[src/rtl/id_ex_stage_pkg.sv]
// id_ex_stage_pkg: shared ALU select, opcode and funct encodings plus the ID-stage decoder
package id_ex_stage_pkg;
  localparam int DW_DEF = 32;
  localparam int RW_DEF = 5;
  localparam logic [2:0] ALU_AND = 3'b000;
  localparam logic [2:0] ALU_OR  = 3'b001;
  localparam logic [2:0] ALU_ADD = 3'b010;
  localparam logic [2:0] ALU_SUB = 3'b110;
  localparam logic [2:0] ALU_SLT = 3'b111;
  localparam logic [5:0] OP_R    = 6'b000000;
  localparam logic [5:0] OP_LW   = 6'b100011;
  localparam logic [5:0] OP_SW   = 6'b101011;
  localparam logic [5:0] OP_BEQ  = 6'b000100;
  localparam logic [5:0] OP_ADDI = 6'b001000;
  localparam logic [5:0] FN_ADD  = 6'b100000;
  localparam logic [5:0] FN_SUB  = 6'b100010;
  localparam logic [5:0] FN_AND  = 6'b100100;
  localparam logic [5:0] FN_OR   = 6'b100101;
  localparam logic [5:0] FN_SLT  = 6'b101010;
  typedef struct packed {
    logic [2:0] sel;
    logic       regwr;
    logic       memrd;
    logic       memwr;
    logic       branch;
    logic       use_imm;
  } ctrl_t;
  localparam ctrl_t CTRL_NOP = '{ALU_ADD, 1'b0, 1'b0, 1'b0, 1'b0, 1'b0};
  function automatic ctrl_t decode(input logic [5:0] op, input logic [5:0] funct);
    ctrl_t c;
    c = CTRL_NOP;
    case (op)
      OP_R: begin
        c.sel = funct == FN_SUB ? ALU_SUB : funct == FN_AND ? ALU_AND : funct == FN_OR ? ALU_OR :
                funct == FN_SLT ? ALU_SLT : ALU_ADD;
        c.regwr = funct inside {FN_ADD, FN_SUB, FN_AND, FN_OR, FN_SLT};
      end
      OP_LW: begin
        c.regwr = 1'b1;
        c.memrd = 1'b1;
        c.use_imm = 1'b1;
      end
      OP_SW: begin
        c.memwr = 1'b1;
        c.use_imm = 1'b1;
      end
      OP_BEQ: begin
        c.sel = ALU_SUB;
        c.branch = 1'b1;
      end
      OP_ADDI: begin
        c.regwr = 1'b1;
        c.use_imm = 1'b1;
      end
      default: c = CTRL_NOP;
    endcase
    return c;
  endfunction
endpackage

[src/rtl/id_ex_stage_fwd_mux.sv]
// fwd_mux: EX/MEM-over-MEM/WB-over-latched operand forwarding, register 0 never forwarded
module fwd_mux
  import id_ex_stage_pkg::*;
#(
  parameter int DW = DW_DEF,
  parameter int RW = RW_DEF
) (
  input  logic [RW-1:0] idx,
  input  logic [DW-1:0] latched,
  input  logic          exm_wr,
  input  logic [RW-1:0] exm_rd,
  input  logic [DW-1:0] exm_res,
  input  logic          mwb_wr,
  input  logic [RW-1:0] mwb_rd,
  input  logic [DW-1:0] mwb_res,
  output logic [DW-1:0] y
);
  always_comb
    y = (exm_wr && |exm_rd && exm_rd == idx) ? exm_res :
        (mwb_wr && |mwb_rd && mwb_rd == idx) ? mwb_res : latched;
endmodule

[src/rtl/id_ex_stage.sv]
// id_ex_stage: ID/EX pipeline register with ALU decode, operand forwarding and load-use stall
module id_ex_stage
  import id_ex_stage_pkg::*;
#(
  parameter int DW = DW_DEF,
  parameter int RW = RW_DEF
) (
  input  logic          clk,
  input  logic          rst_n,
  input  logic          id_valid,
  input  logic [5:0]    id_op,
  input  logic [5:0]    id_funct,
  input  logic [RW-1:0] id_rs,
  input  logic [RW-1:0] id_rt,
  input  logic [RW-1:0] id_rd,
  input  logic [DW-1:0] id_rs_data,
  input  logic [DW-1:0] id_rt_data,
  input  logic [DW-1:0] id_imm,
  input  logic          flush,
  input  logic          exm_wr,
  input  logic [RW-1:0] exm_rd,
  input  logic [DW-1:0] exm_res,
  input  logic          mwb_wr,
  input  logic [RW-1:0] mwb_rd,
  input  logic [DW-1:0] mwb_res,
  output logic          stall_req,
  output logic          ex_valid,
  output logic [2:0]    alu_sel,
  output logic          alu_bin,
  output logic          alu_cin,
  output logic [DW-1:0] alu_a,
  output logic [DW-1:0] alu_b,
  output logic [DW-1:0] ex_store_data,
  output logic [RW-1:0] ex_rd,
  output logic          ex_regwr,
  output logic          ex_memrd,
  output logic          ex_memwr,
  output logic          ex_branch
);
  logic          valid_q, valid_d, bubble;
  ctrl_t         ctrl_q, ctrl_d, dec;
  logic [RW-1:0] rd_q, rd_d, rs_q, rs_d, rt_q, rt_d, dst;
  logic [DW-1:0] rs_data_q, rs_data_d, rt_data_q, rt_data_d, imm_q, imm_d, fwd_b;
  always_comb begin
    dec = id_valid ? decode(id_op, id_funct) : CTRL_NOP;
    dst = dec.regwr ? (id_op == OP_R ? id_rd : id_rt) : '0;
    stall_req = valid_q & ctrl_q.memrd & (|rd_q) & id_valid & (rd_q == id_rs | rd_q == id_rt);
    bubble = flush | stall_req;
    valid_d = id_valid & ~bubble;
    ctrl_d = bubble ? CTRL_NOP : dec;
    rd_d = bubble ? '0 : dst;
    rs_d = bubble ? '0 : id_rs;
    rt_d = bubble ? '0 : id_rt;
    rs_data_d = bubble ? '0 : id_rs_data;
    rt_data_d = bubble ? '0 : id_rt_data;
    imm_d = bubble ? '0 : id_imm;
  end
  always_ff @(posedge clk)
    if (!rst_n) begin
      valid_q <= 1'b0;
      ctrl_q <= CTRL_NOP;
      rd_q <= '0;
      rs_q <= '0;
      rt_q <= '0;
      rs_data_q <= '0;
      rt_data_q <= '0;
      imm_q <= '0;
    end else begin
      valid_q <= valid_d;
      ctrl_q <= ctrl_d;
      rd_q <= rd_d;
      rs_q <= rs_d;
      rt_q <= rt_d;
      rs_data_q <= rs_data_d;
      rt_data_q <= rt_data_d;
      imm_q <= imm_d;
    end
  fwd_mux #(.DW(DW), .RW(RW)) u_fwd_a (
    .idx(rs_q), .latched(rs_data_q), .exm_wr(exm_wr), .exm_rd(exm_rd), .exm_res(exm_res),
    .mwb_wr(mwb_wr), .mwb_rd(mwb_rd), .mwb_res(mwb_res), .y(alu_a)
  );
  fwd_mux #(.DW(DW), .RW(RW)) u_fwd_b (
    .idx(rt_q), .latched(rt_data_q), .exm_wr(exm_wr), .exm_rd(exm_rd), .exm_res(exm_res),
    .mwb_wr(mwb_wr), .mwb_rd(mwb_rd), .mwb_res(mwb_res), .y(fwd_b)
  );
  fwd_mux #(.DW(DW), .RW(RW)) u_fwd_st (
    .idx(rt_q), .latched(rt_data_q), .exm_wr(exm_wr), .exm_rd(exm_rd), .exm_res(exm_res),
    .mwb_wr(mwb_wr), .mwb_rd(mwb_rd), .mwb_res(mwb_res), .y(ex_store_data)
  );
  assign ex_valid = valid_q;
  assign alu_sel = ctrl_q.sel;
  assign alu_bin = ctrl_q.sel == ALU_SUB || ctrl_q.sel == ALU_SLT;
  assign alu_cin = alu_bin;
  assign alu_b = ctrl_q.use_imm ? imm_q : fwd_b;
  assign ex_rd = rd_q;
  assign ex_regwr = ctrl_q.regwr;
  assign ex_memrd = ctrl_q.memrd;
  assign ex_memwr = ctrl_q.memwr;
  assign ex_branch = ctrl_q.branch;
endmodule

[config.mk]
export PLATFORM = sky130hd
export DESIGN_NAME = id_ex_stage
export DESIGN_NICKNAME = d
export VERILOG_FILES = /design/src/rtl/id_ex_stage_pkg.sv /design/src/rtl/id_ex_stage_fwd_mux.sv /design/src/rtl/id_ex_stage.sv
export SDC_FILE = /design/constraint.sdc
export NUM_CORES = 1
export LEC_CHECK = 0
export CORE_UTILIZATION = 36
export DETAILED_ROUTE_END_ITERATION = 8
export GPL_ROUTABILITY_DRIVEN = 0
export PLACE_DENSITY = 0.78
export SETUP_SLACK_MARGIN = 0.3
export SLEW_MARGIN = 20
export SYNTH_ARGS = -nofsm -noshare
export SYNTH_HDL_FRONTEND = slang
export SYNTH_SLANG_ARGS = --single-unit
[constraint.sdc]
create_clock -name clk -period 2.43 [get_ports clk]
set_input_delay 0.486 -clock clk [delete_from_list [all_inputs] [get_ports clk]]
set_output_delay 0.486 -clock clk [all_outputs]
set_load 0.01 [all_outputs]
==> flow_summary.yaml, run 1 <==
clock_tree:
  clkSinkCount: 120
  ctsHoldBuffers: 0
  clk_pin_slew_ps: 60
  insertion_delay_ps: 420
  cts_max_path_buffers: 2
  cts_made_buffers: 17
  cts_tree: "yes"
  root_buffer: "clkbuf_16"
  cts_max_level: 4
floorplanning:
  die_h_um: 130.4
  rows: 46
  io_pins: 315
  fp.dieW_um: 130.4
  dieArea_um2: 16990
  start_util_pct: 37.07
  core_area_um2: 16000
final_layout:
  fin_area_um2: 12990
  final_common_cell: "clkdlybuf4s50_1"
  fin_util_pct: 81.16
  fillers: 918
  drive_gt1_share_pct: 48.27
  num_antenna_cells: 0
  nNetsFinal: 1315
  fin_cells: 1341
  area_growth_pct: 119.0
  layout_common_cells: "clkdlybuf4s50_1, buf_6, and2_1, dfxtp_1, buf_4"
sta:
  slew_violations: 0
  hold_viol: 0
  setup_violations: 96
  fin_crit_sh_pct: 122.3
  fmax_mhz: 336.5
  relSlewSlack_pct: 61.50
  setup_ws_ps: -541.4
  tightest_slew_ps: 577.5
  rsz0062_at_grt: "yes"
  min_period_ps: 2971
  skew_ps: 8.722
  setup_tns_ps: -37020
  hold_ws_ps: 387.9
placed_design:
  place_hpwl_mm: 16.48
  dpl_cell_area_um2: 10180
  post-place-ws_ps: -1146
  dp.cells: 1209
  io_buffers: 314
run:
  max-cap-violations: 0
global_routing:
  grt_pass1_vias: 6782
  antenna_found_initial: 0
  grt_start_max_net_pins: 45
  grt_pass1_wl_mm: 36.87
  grt_usage_pct: 29.52
  grt_overflow_total: 0
setup_path:
  r2r-end: "ctrl_q[0]$_SDFF_PP0_"
  r2r-start: "ex_rd[1]$_SDFF_PP0_"
  path_class: "in2out"
  worstRegToRegCells: 10
  critPathMaxFanout: 6
  r2r_slack_ps: 340
  worstSetupStartpoint: "mwb_rd[2]"
  crit_path_end: "alu_b[23]"
  required_ps: 1940
  critPathArrivalTime_ps: 2490
  end_kind: "primary output"
  cp-start-kind: "input pin"
routing:
  avgViaCountPerCell: 5.121
  num_vias: 6867
  routed_wirelength_mm: 28.36
  drc: 0
  drt_first_pass_iters: 4
  routedWlPerCell_um: 21.15
  ant_nets: 0
  drt_iter0_markers: 339
hold_path:
  hold_class: "in2reg"
  min_path_cells: 2
yosys:
  yosys_warnings: 0
  synth_seq_area_share_pct: 40.51
  synthCells: 664
  synth_edf_count: 0
  yosys_register_bits: 120
  syn_avg_cell_area_um2: 8.932
  syn_area_um2: 5931
  async_reset_ff_share_pct: 0
  synth_flop_cell: "dfxtp_1"
  synth_cell_types: 45
  synthesis.nets: 867
outcome:
  run_status: "complete, but fails checks"
  violations: "setup timing"
pwr:
  power_density_nw_per_um2: 489.6
  ir_worst_vdd_mv: 0.4897
  totalPowerFinal_mw: 6.358
  p_leak_nw: 5.376
synthesized netlist by cell type (all sizes together) (2+ instances only):
cell    instances  area, µm²
dfxtp         120       2402
and2          108      675.7
nor2           49      183.9
mux2i          38      380.4
a21oi          33      165.2
buf            32      187.7
inv            31      116.4
nor3           31      155.2
o21ai          31      188.9
a31oi          30      250.2
or3            30      187.7
mux2           29      326.6
clkbuf         21      78.83
xnor2          16      140.1
xor2           14      122.6
and3            7      43.79
or4             5      37.54
nand4           4      25.02
nor4            4      31.28
a221oi          3      26.28
nand2           3      11.26
o211ai          3      32.53
o31ai           3      22.52
nand2b          2      12.51
nand3           2      10.01
nor2b           2      12.51
nor3b           2      15.01
nor4b           2      17.52
or2             2      12.52
final cells by class:
type / count / area [µm²] / share of cell area, %
sequential: 120 / 2430 / 18.71
multi-input combinational: 460 / 4488 / 34.56
clock buffer: 20 / 456.7 / 3.517
clock inverter: 12 / 197.7 / 1.522
tap: 216 / 270.3 / 2.081
timing repair buffer: 482 / 5027 / 38.71
inverter: 31 / 116.4 / 0.8960
report_power, final:
part | total, mW | switching [mW] | internal, mW | leakage (nW)
Combinational | 1.45 | 0.575 | 0.873 | 4.07
Sequential | 2.08 | 0.0404 | 2.04 | 0.991
Clock | 2.83 | 0.960 | 1.87 | 0.316
Total | 6.36 | 1.58 | 4.78 | 5.38
sequential cells by signal (all words and copies together), names as in the netlist, 3 cells and up:
signal / count
alu_sel: 3
ex_rd: 5
imm_q: 32
rs_data_q: 32
rs_q: 5
rt_data_q: 32
rt_q: 5
worst max-delay path, cell delays in order:
cell and delay (ps):
buf_6 90, or4_4 560, o211ai_4 220, buf_12 150, buf_8 110, buf_12 110
or3_4 120, a31oi_4 90, buf_6 130, mux2_4 270, buf_6 120
routing by layer:
metal / vias up / global-route usage, % / share of wire (%)
met5: - / 0 / 0
li1: 3172 / - / -
met2: 315 / 54.16 / 53
met3: 52 / 8.815 / 7.6
met1: 3328 / 31.09 / 37
met4: 0 / 13.05 / 3.0
kinds of logic after synthesis:
logic type             count (synthesis)  synth area share, %
AND/OR/NAND/NOR                      255                24.43
flip-flops                           120                40.51
AO/OA/AOI/OAI                        108                12.26
buffers and inverters                 84                6.456
multiplexers                          67                11.92
XOR/XNOR                              30                4.430
worst min path at each step:
stage | slack (ps) | end | from
floorplan | 560 | alu_sel[1]$_SDFF_PP1_ | id_valid
global placement | 690 | ctrl_q[0]$_SDFF_PP0_ | ex_valid$_SDFF_PN0_
detailed placement | 670 | ctrl_q[0]$_SDFF_PP0_ | ex_valid$_SDFF_PN0_
CTS | 610 | imm_q[13]$_SDFF_PP0_ | id_imm[13]
global route | 380 | rs_q[0]$_SDFF_PP0_ | id_rs[0]
finish | 390 | rs_q[0]$_SDFF_PP0_ | id_rs[0]
what timing repair did:
| action | CTS | global route |
|---|---|---|
| setup buffers | 56 | 29 |
| pin swaps | 70 | 53 |
| gates resized for setup | 640 | 117 |
| cloned | 9 | 6 |
| setup endpoints to repair | 97 | 98 |
Note: power is estimated with default switching activity, not from simulation.
==> run 2, diff against run 1 <==
- PLACE_DENSITY: 0.78 -> 0.82
==> run 2 against run 1 <==
  * Total power up 0.99%
  * Clock skew up 1.9 ps
  * Global-route usage about the same
  * Critical path depth up 2
  * Sequential power about the same
  * Register-to-register slack worse by 90 ps
  * Critical endpoint is now alu_b[10]
  * Largest cell class unchanged
  * The flow still finishes with violations (setup timing)
==> flow_summary.yaml, run 2 (synthesis gave the netlist of run 1 again) <==
clock_tree:
  cts_made_buffers: 17
  ctsHoldBuffers: 0
  clkSinkCount: 120
  insertion_delay_ps: 420
  cts_max_path_buffers: 2
  cts_tree: "yes"
  clk_pin_slew_ps: 60
  cts_max_level: 4
  root_buffer: "clkbuf_16"
sta:
  setup_tns_ps: -42010
  setup_violations: 96
  tightest_slew_ps: 627.7
  rsz0062_at_grt: "yes"
  fmax_mhz: 328.0
  setup_ws_ps: -619.0
  slew_violations: 0
  min_period_ps: 3049
  relSlewSlack_pct: 58.15
  hold_viol: 0
  skew_ps: 10.66
  fin_crit_sh_pct: 125.5
  hold_ws_ps: 359.2
pwr:
  p_sw_mw: 1.572
  switching_share_pct: 24.49
  p_clk_share_pct: 43.9
  power_density_nw_per_um2: 476.8
  p_int_mw: 4.849
  seqPwrFrac_pct: 32.4
  p_leak_nw: 5.606
  comb_power_share_pct: 23.7
  ir_worst_vdd_mv: 0.4675
hold_path:
  worstHoldEndpoint: "rs_q[0]$_SDFF_PP0_"
  hp-start: "id_rs[0]"
  min_path_cells: 2
  hold_class: "in2reg"
final_layout:
  num_antenna_cells: 0
  layout_common_cells: "clkdlybuf4s50_1, buf_6, and2_1, dfxtp_1, buf_4"
  fin_cells: 1369
  fin_util_pct: 84.16
  nNetsFinal: 1344
  reg_top3: "imm_q (32), rs_data_q (32), rt_data_q (32)"
  drive_gt1_share_pct: 49.44
  final_common_cell: "clkdlybuf4s50_1"
  area_growth_pct: 127.1
floorplanning:
  fp.dieW_um: 130.4
  die_h_um: 130.4
  start_util_pct: 37.07
  core_area_um2: 16000
  io_pins: 315
  dieArea_um2: 16990
  rows: 46
global_routing:
  grt_usage_pct: 29.52
  grt_overflow_total: 0
  grt_start_max_net_pins: 50
  grt_pass1_wl_mm: 37.13
  grt_pass1_vias: 7008
  antenna_found_initial: 1
routing:
  drt_first_pass_iters: 4
  wl_met3_mm: 2.168
  routedWlPerCell_um: 21.31
  avgViaCountPerCell: 5.167
  ant_nets: 0
  dr_wl_met2_mm: 15.16
  routed_wirelength_mm: 29.17
  drc: 0
  num_vias: 7074
  wl_met1_mm: 10.64
  top_layer_used: "met4"
  drt_iter0_markers: 242
setup_path:
  critPathMaxFanout: 6
  r2r-start: "ex_rd[2]$_SDFF_PP0_"
  r2r-end: "ctrl_q[0]$_SDFF_PP0_"
  worstSetupStartpoint: "rt_q[0]$_SDFF_PP0_"
  critPathArrivalTime_ps: 2560
  required_ps: 1940
  cp-start-kind: "register"
  end_kind: "primary output"
  path_class: "reg2out"
  worstRegToRegCells: 10
  r2r_slack_ps: 250
placed_design:
  place_hpwl_mm: 16.35
  dp.cells: 1219
  io_buffers: 314
  post-place-ws_ps: -1194
outcome:
  run_status: "complete, but fails checks"
  violations: "setup timing"
run:
  max-cap-violations: 0
==> run 2: changes by cell type in the layout (fill, tap and decap cells not counted), moves of 4 or more <==
cell / before / now
or3_4: 28 / 18
buf_12: 20 / 27
o21ai_2: 16 / 12
o21ai_1: 6 / 15
or3_1: 2 / 12
o21ai_4: 8 / 3
nor3_4: 2 / 14
nor2_1: 38 / 27
nor3_1: 15 / 3
nor2_4: 5 / 13
mux2i_4: 3 / 7
buf_6: 110 / 133
==> run 2: worst max-delay path: stages (launching register included) <==
cell	delay [ps]
dfxtp_4	360
buf_6	120
xnor2_4	170
o211ai_4	110
buf_6	130
buf_6	110
buf_12	130
buf_12	140
buf_6	110
buf_6	110
nor3_4	180
a31oi_4	50
mux2_4	290
buf_6	120
==> run 2: worst max path at each step <==
stage | slack (ps) | depth (start not counted) | end
after floorplan | -100 | 7 | alu_b[8]
after global placement | -1150 | 9 | ex_store_data[7]
after detailed placement | -1190 | 9 | alu_b[7]
after CTS | -640 | 9 | alu_a[31]
after global routing | -680 | 13 | alu_b[10]
final | -620 | 13 | alu_b[10]
==> run 2: layer usage <==
layer	vias up	GRT usage [%]
met5	-	0
met4	0	14.06
met3	95	9.184
met2	337	54.10
met1	3393	30.51
li1	3249	-
==> run 2: stage by stage <==
step | area (µm²) | power (mW)
floorplan | 6374 | 2.508
global placement | 10230 | 3.213
detailed placement | 10230 | 3.231
CTS | 12380 | 6.249
global route | 13470 | 6.597
finish | 13470 | 6.421
==> run 2: layout make-up <==
type / count / area, µm²
Sequential cell: 120 / 2431
Fill cell: 821 / 2534
Clock buffer: 23 / 478.0
Multi-Input combinational cell: 460 / 4586
Tap cell: 216 / 270.3
Clock inverter: 8 / 167.7
Timing Repair Buffer: 511 / 5418
Inverter: 31 / 116.4
==> run 2: what timing repair did <==
item | in CTS | in global routing
resized for setup | 599 | 210
cloned | 9 | 7
pin swaps | 37 | 47
setup buffers | 51 | 52
endpoints found under the setup margin | 97 | 98
==> run 2: power by group through the flow <==
stage | Sequential [mW] | Clock [mW] | Combinational (mW)
final | 2.08 | 2.82 | 1.52
after global routing | 2.08 | 2.92 | 1.59
after CTS | 2.07 | 2.84 | 1.35
after detailed placement | 2.11 | 0 | 1.12
after global placement | 2.11 | 0 | 1.11
after floorplan | 2.10 | 0 | 0.408
==> RTL change 1 (settings of run 2) <==
`imm_q` no longer has a reset.
--- a/src/rtl/id_ex_stage.sv
+++ b/src/rtl/id_ex_stage.sv
@@ -64,7 +64,6 @@
       rt_q <= '0;
       rs_data_q <= '0;
       rt_data_q <= '0;
-      imm_q <= '0;
     end else begin
       valid_q <= valid_d;
       ctrl_q <= ctrl_d;
@@ -73,8 +72,11 @@
       rt_q <= rt_d;
       rs_data_q <= rs_data_d;
       rt_data_q <= rt_data_d;
-      imm_q <= imm_d;
     end
+
+  always_ff @(posedge clk) begin
+    imm_q <= imm_d;
+  end
   fwd_mux #(.DW(DW), .RW(RW)) u_fwd_a (
     .idx(rs_q), .latched(rs_data_q), .exm_wr(exm_wr), .exm_rd(exm_rd), .exm_res(exm_res),
     .mwb_wr(mwb_wr), .mwb_rd(mwb_rd), .mwb_res(mwb_res), .y(alu_a)
Formal check against the unedited RTL: same outputs for any inputs over 10 cycles, from zero or initial values and one cycle with rst_n low; that may be too few to reach the edited logic, so the function may still have changed.
==> RTL change 1 against run 2 <==
- sequential share of layout area shrank 0.80 points
- area after synthesis grew 5.3%
- worst setup slack lost 0.20 ns
- core utilization shrank 0.58 points
- power grew 2.4%
- final cell count grew 3.8%
- count of clock-buffer cells in the layout grew 1
- via count grew 18%
- highest routed layer unchanged
- sequential cell count is the same
- routed wire length grew 25%
- worst hold slack lost 0.034 ns
- final area grew 4.0%
- the run still ends with setup timing left
==> RTL change 1: results (changes against run 2) <==
Parameter                              Value

Run status
  Status ... finished, violations left (unchanged)
  Violations in the final reports ... setup timing (unchanged)

Yosys
  Dominant cells by area after synthesis ... dfxtp_1, and2_1, mux2i_1 (unchanged)
  Leading cell types by count after synthesis ... dfxtp_1, and2_1, clkbuf_1, nor2_1, nand2_1 (was dfxtp_1, and2_1, nor2_1)
  Dominant synthesized flop cell ... dfxtp_1 (unchanged)
  Post-synthesis sequential area ratio ... 38.5% (was 40.5%)
  Cell area after synthesis ... 0.00625 mm² (was 0.00593 mm²)
  Netlist cell types ... 44 (was 45)
  Net Count, Synth ... 925 (was 867)
  Async S/R FF share, synth ... 0% (unchanged)
  Number of warnings issued by yosys ... 0 (unchanged)

Pwr
  Static Leak ... 0.00555 µW (was 0.00561 µW)
  Worst vdd rail ir drop ... 0.483 mV (was 0.467 mV)

Placed design
  Cell area after placement ... 0.0108 mm² (was 0.0102 mm²)
  Setup Slack @ Placement ... -1.47 ns (was -1.19 ns)
  HPWL after DPL ... 19000 µm (was 16300 µm)

Timing
  Worst-margin pin slew ... 0.553 ns (was 0.628 ns)
  Final setup violation count ... 96 (unchanged)
  Setup ws final ... -0.821 ns (was -0.619 ns)
  Clk_skew ... 0.00740 ns (was 0.0107 ns)
  Final hold slack ... 0.325 ns (was 0.359 ns)
  Post-route setup TNS ... -55.65 ns (was -42.01 ns)

Drt
  Length of routed wiring on met1 ... 13000 µm (was 10600 µm)
  Sum of routed wire length over all layers ... 36600 µm (was 29200 µm)
  Highest metal layer with signal wires ... met4 (unchanged)
  WL met2 ... 18100 µm (was 15200 µm)
  Met3 Routed Length ... 3140 µm (was 2170 µm)
  First-pass detailed-route iteration total ... 7 (was 4)
  Initial detailed-routing violation count ... 640 (was 242)
  Post-DR vias/cell ... 5.88 (was 5.17)

Clock tree
  Worst-path clk slew ... 0.06 ns (about the same)
  Total clock buffers created by CTS ... 17 (unchanged)
  Worst-skew pair later-pin latency ... 0.42 ns (about the same)
  Post-CTS Setup Repair Bufs ... 59 (was 51)
  Root Driver ... clkbuf_16 (unchanged)
  CTS resizes ... 693 (was 599)
  Deepest level of the CTS H-tree ... 4 (unchanged)

Final layout
  Biggest registers after layout ... imm_q: 32 flops, rs_data_q: 32 flops, rt_data_q: 32 flops (unchanged)
  Final net count ... 1389 (was 1344)
  Share of post-route cells with drive strength above 1 ... 48.5% (was 49.4%)

Hold path
  Tightest Hold Check Type ... in2reg (unchanged)

GRT
  Overall global routing resource usage ... 36.5% (was 29.5%)
  Pin count of the biggest net entering global routing ... 75 (was 50)
  Number of global-route vias before repair ... 8450 (was 7008)
  Antenna violations before repair ... 2 (was 1)
  Met3 Use GR ... 8.30% (was 9.18%)
  GR Layer Usage met2 ... 62.8% (was 54.1%)
  Met1 usage in global routing ... 40.5% (was 30.5%)
  Global-route wire length before repair ... 48600 µm (was 37100 µm)

Setup path
  Crit Path Max Fanout ... 20 (was 6)
  Register-to-register setup slack ... 0.42 ns (was 0.25 ns)
  WP data arrival ... 2.77 ns (was 2.56 ns)
[RTL change 1: power by group]
| part | internal (µW) | leakage, µW | switching [µW] |
|---|---|---|---|
| clock | 1850 | 0.000320 | 950 |
| sequential | 2050 | 0.000992 | 53.7 |
| combinational | 919 | 0.00423 | 756 |
[RTL change 1: critical path, cell delays in order, from the launching register on]
cell     delay (ns)
dfxtp_2        0.33
buf_4          0.14
buf_6          0.11
xnor2_2        0.19
nand4_1        0.25
buf_4          0.28
buf_12         0.19
nor3_1         0.35
a31oi_4        0.09
mux2_4         0.29
buf_6          0.12
[RTL change 1: stage by stage]
step / utilization (%) / instances
2_1_floorplan: - / 722
3_3_place_gp: 64.6 / 1298
3_5_place_dp: 64.6 / 1298
4_1_cts: 79.2 / 1401
5_1_grt: 83.6 / 1421
6_report: 83.6 / 1421
[RTL change 1: area by class of cell]
cell class	instances	area, µm²
Fill cell	843	2750
Tap cell	220	275
Multi-Input combinational cell	526	5230
Inverter	4	15.0
Antenna cell	2	5.00
Timing Repair Buffer	517	5430
Sequential cell	120	2420
Clock buffer	24	502
Clock inverter	8	140
[RTL change 1: final timing paths]
| kind | start | end | depth (start not counted) |
|---|---|---|---|
| setup / recovery | rt_q[3] | alu_b[9] | 10 |
| hold / removal | id_rs[4] | rs_q[4] | 2 |
| setup reg to reg | ex_rd[2] | ex_memwr | 7 |
| hold reg to reg | ex_valid | alu_sel[1] | 6 |
[RTL change 1: cells by family (layout without fill, tap and decap cells)]
logic type | Yosys count | count (layout) | synth area share, %
mux | 66 | 66 | 11.2
buf+inv | 76 | 553 | 5.53
simple gates | 320 | 320 | 28.5
compound gates | 110 | 110 | 12.2
other cells | 0 | 2 | 0
xor+xnor | 30 | 30 | 4.21
flops | 120 | 120 | 38.5
==> RTL change 2 (flow settings as in run 2) <==
Without the edit above. Set the package constant `DW_DEF` to 16 (it was 32).
--- a/src/rtl/id_ex_stage_pkg.sv
+++ b/src/rtl/id_ex_stage_pkg.sv
@@ -1,6 +1,6 @@
 // id_ex_stage_pkg: shared ALU select, opcode and funct encodings plus the ID-stage decoder
 package id_ex_stage_pkg;
-  localparam int DW_DEF = 32;
+  localparam int DW_DEF = 16;
   localparam int RW_DEF = 5;
   localparam logic [2:0] ALU_AND = 3'b000;
   localparam logic [2:0] ALU_OR  = 3'b001;
Ports: changed (8 resized); port bits go from 315 to 187. The function was not compared with the original's and may differ.
==> RTL change 2 against run 2 <==
- the flow still finishes with violations (setup timing)
- final area fell by 43%
- sequential share of layout area rose by 0.76 points
- area after synthesis fell by 39%
- routed wire length fell by 40%
- worst hold slack improved by 0.088 ns
- worst setup slack improved by 0.19 ns
- register-to-register slack improved by 0.24 ns
- sequential cell count fell by 48
- via count fell by 38%
- count of clock-buffer cells in the layout fell by 12
- power fell by 50%
- critical path type unchanged
- critical endpoint is now alu_b[11]
==> RTL change 2: results (changes against run 2) <==
Parameter                              Value

Clock tree
  Worst-path clk slew ... 0.08 ns (was 0.06 ns)
  Deepest level of the CTS H-tree ... 3 (was 4)
  Root Driver ... clkbuf_8 (was clkbuf_16)
  Clock buffer depth ... 2 (unchanged)
  Worst-skew pair later-pin latency ... 0.36 ns (was 0.42 ns)
  Total clock buffers created by CTS ... 9 (was 17)

Drt
  Initial detailed-routing violation count ... 162 (was 242)
  Sum of routed wire length over all layers ... 17600 µm (was 29200 µm)
  Post-DR vias/cell ... 5.38 (was 5.17)
  First-pass detailed-route iteration total ... 4 (unchanged)

Yosys
  Dominant synthesized flop cell ... dfxtp_1 (unchanged)
  Async S/R FF share, synth ... 0% (unchanged)
  Leading cell types by count after synthesis ... dfxtp_1, and2_1, o21ai_0 (was dfxtp_1, and2_1, nor2_1)
  Net Count, Synth ... 523 (was 867)
  Post-synthesis sequential area ratio ... 39.7% (was 40.5%)
  Dominant cells by area after synthesis ... dfxtp_1, and2_1, mux2i_1 (unchanged)
  Number of warnings issued by yosys ... 0 (unchanged)
  Netlist cell types ... 42 (was 45)

Final layout
  Antenna cell count ... 0 (unchanged)
  Share of post-route cells with drive strength above 1 ... 46.3% (was 49.4%)
  Final net count ... 794 (was 1344)
  Biggest registers after layout ... imm_q: 16 flops, rs_data_q: 16 flops, rt_data_q: 16 flops (was imm_q: 32 flops, rs_data_q: 32 flops, rt_data_q: 32 flops)
  Filler cell count ... 564 (was 821)

Setup path
  Launch instance of the worst register-to-register path ... ex_rd[4] (was ex_rd[2])
  Master of the slowest instance on the critical path ... dfxtp_4 (unchanged)
  Register-to-Register Path Depth ... 7 (was 10)
  CP max stage delay ... 0.37 ns
  Worst Setup SP ... rt_q[4] (was rt_q[0])
  Terminus of the critical flop-to-flop path ... imm_q[12] (was ctrl_q[0])
  Crit Path Max Fanout ... 10 (was 6)
  WP data arrival ... 2.37 ns (was 2.56 ns)
  Register-to-register setup slack ... 0.49 ns (was 0.25 ns)

Hold path
  Hold Path Sink ... rs_q[3] (was rs_q[0])
  Tightest Hold Check Type ... in2reg (unchanged)
  Worst hold stages ... 2 (unchanged)
  Hold wc startpoint ... id_rs[3] (was id_rs[0])

Placed design
  HPWL after DPL ... 9630 µm (was 16300 µm)
  Port Buf Inserts ... 186 (was 314)

Timing
  Setup ws final ... -0.427 ns (was -0.619 ns)
  Post-route setup TNS ... -11.65 ns (was -42.01 ns)
  Final hold slack ... 0.447 ns (was 0.359 ns)
  Clk_skew ... 0.0103 ns (was 0.0107 ns)
  Final setup violation count ... 48 (was 96)
  Worst-margin pin slew ... 0.419 ns (was 0.628 ns)

Pwr
  Worst vdd rail ir drop ... 0.320 mV (was 0.467 mV)
  Static Leak ... 0.00321 µW (was 0.00561 µW)

GRT
  Pin count of the biggest net entering global routing ... 35 (was 50)
  Overall global routing resource usage ... 29.2% (was 29.5%)
  Global-route wire length before repair ... 22600 µm (was 37100 µm)
  Number of global-route vias before repair ... 4471 (was 7008)
  Antenna violations before repair ... 0 (was 1)

Run status
  Violations in the final reports ... setup timing (unchanged)
  Status ... finished, violations left (unchanged)
==> RTL change 2: per-layer routing <==
layer	track usage [%]	part of all wire, %
met3	11.0	8.0
met1	27.6	33
met2	54.3	52
met4	15.9	7.2
met5	0	0
==> RTL change 2: area by class of cell <==
class	instances	share of cell area [%]
Timing Repair Buffer	287	37.9
Multi-Input combinational cell	281	37.3
Sequential cell	72	18.8
Tap cell	133	2.15
Clock buffer	11	1.83
Clock inverter	5	1.03
Inverter	20	0.970
==> RTL change 2: repair_timing <==
item                                    in CTS  in global routing
setup buffers                               21                  9
gates resized for setup                    383                 98
gates cloned                                 6                  3
pin swaps                                   37                 23
endpoints found under the setup margin      51                 49
==> RTL change 2: worst max-delay path: cells and delay by family, from the launching register on <==
family / cells / cell delay [ns]
compound gates: 2 / 0.40
xor+xnor: 1 / 0.20
buf+inv: 4 / 0.60
mux: 1 / 0.31
flops: 1 / 0.37
simple gates: 1 / 0.14
==> RTL change 2: cells by family (layout without fill, tap and decap cells) <==
logic type,Yosys count,in the layout,share of synthesized area [%]
xor gates and xnor gates,30,30,7.24
buffers and inverters,47,323,6.07
muxes,38,38,11.0
and+or+nand+nor,153,153,24.1
AOI/OAI and AO/OA,60,60,11.8
DFF,72,72,39.7
==> RTL change 2: how the worst max path moves through the flow <==
stage	to	slack, ns	depth (start not counted)
CTS	alu_b[8]	-0.33	9
global placement	alu_a[12]	-1.03	9
finish	alu_b[11]	-0.43	9
global route	alu_b[11]	-0.58	8
floorplan	alu_b[4]	-0.12	7
detailed placement	alu_a[2]	-1.08	9
==> RTL change 2: through the flow <==
stage | std cells | setup WS (ns) | util, % | power, µW | cell area, µm²
2_1_floorplan | 400 | -0.119 | - | 1490 | 3820
3_3_place_gp | 754 | -1.03 | 63.9 | 1910 | 6240
3_5_place_dp | 754 | -1.08 | 63.9 | 1930 | 6240
4_1_cts | 797 | -0.331 | 73.8 | 3100 | 7220
5_1_grt | 809 | -0.580 | 79.2 | 3350 | 7740
6_report | 809 | -0.427 | 79.2 | 3240 | 7740
==> RTL change 2: report_power, final <==
| part | switching (µW) | internal [µW] |
|---|---|---|
| Combinational | 377 | 531 |
| Clock | 479 | 605 |
| Sequential | 26.3 | 1220 |
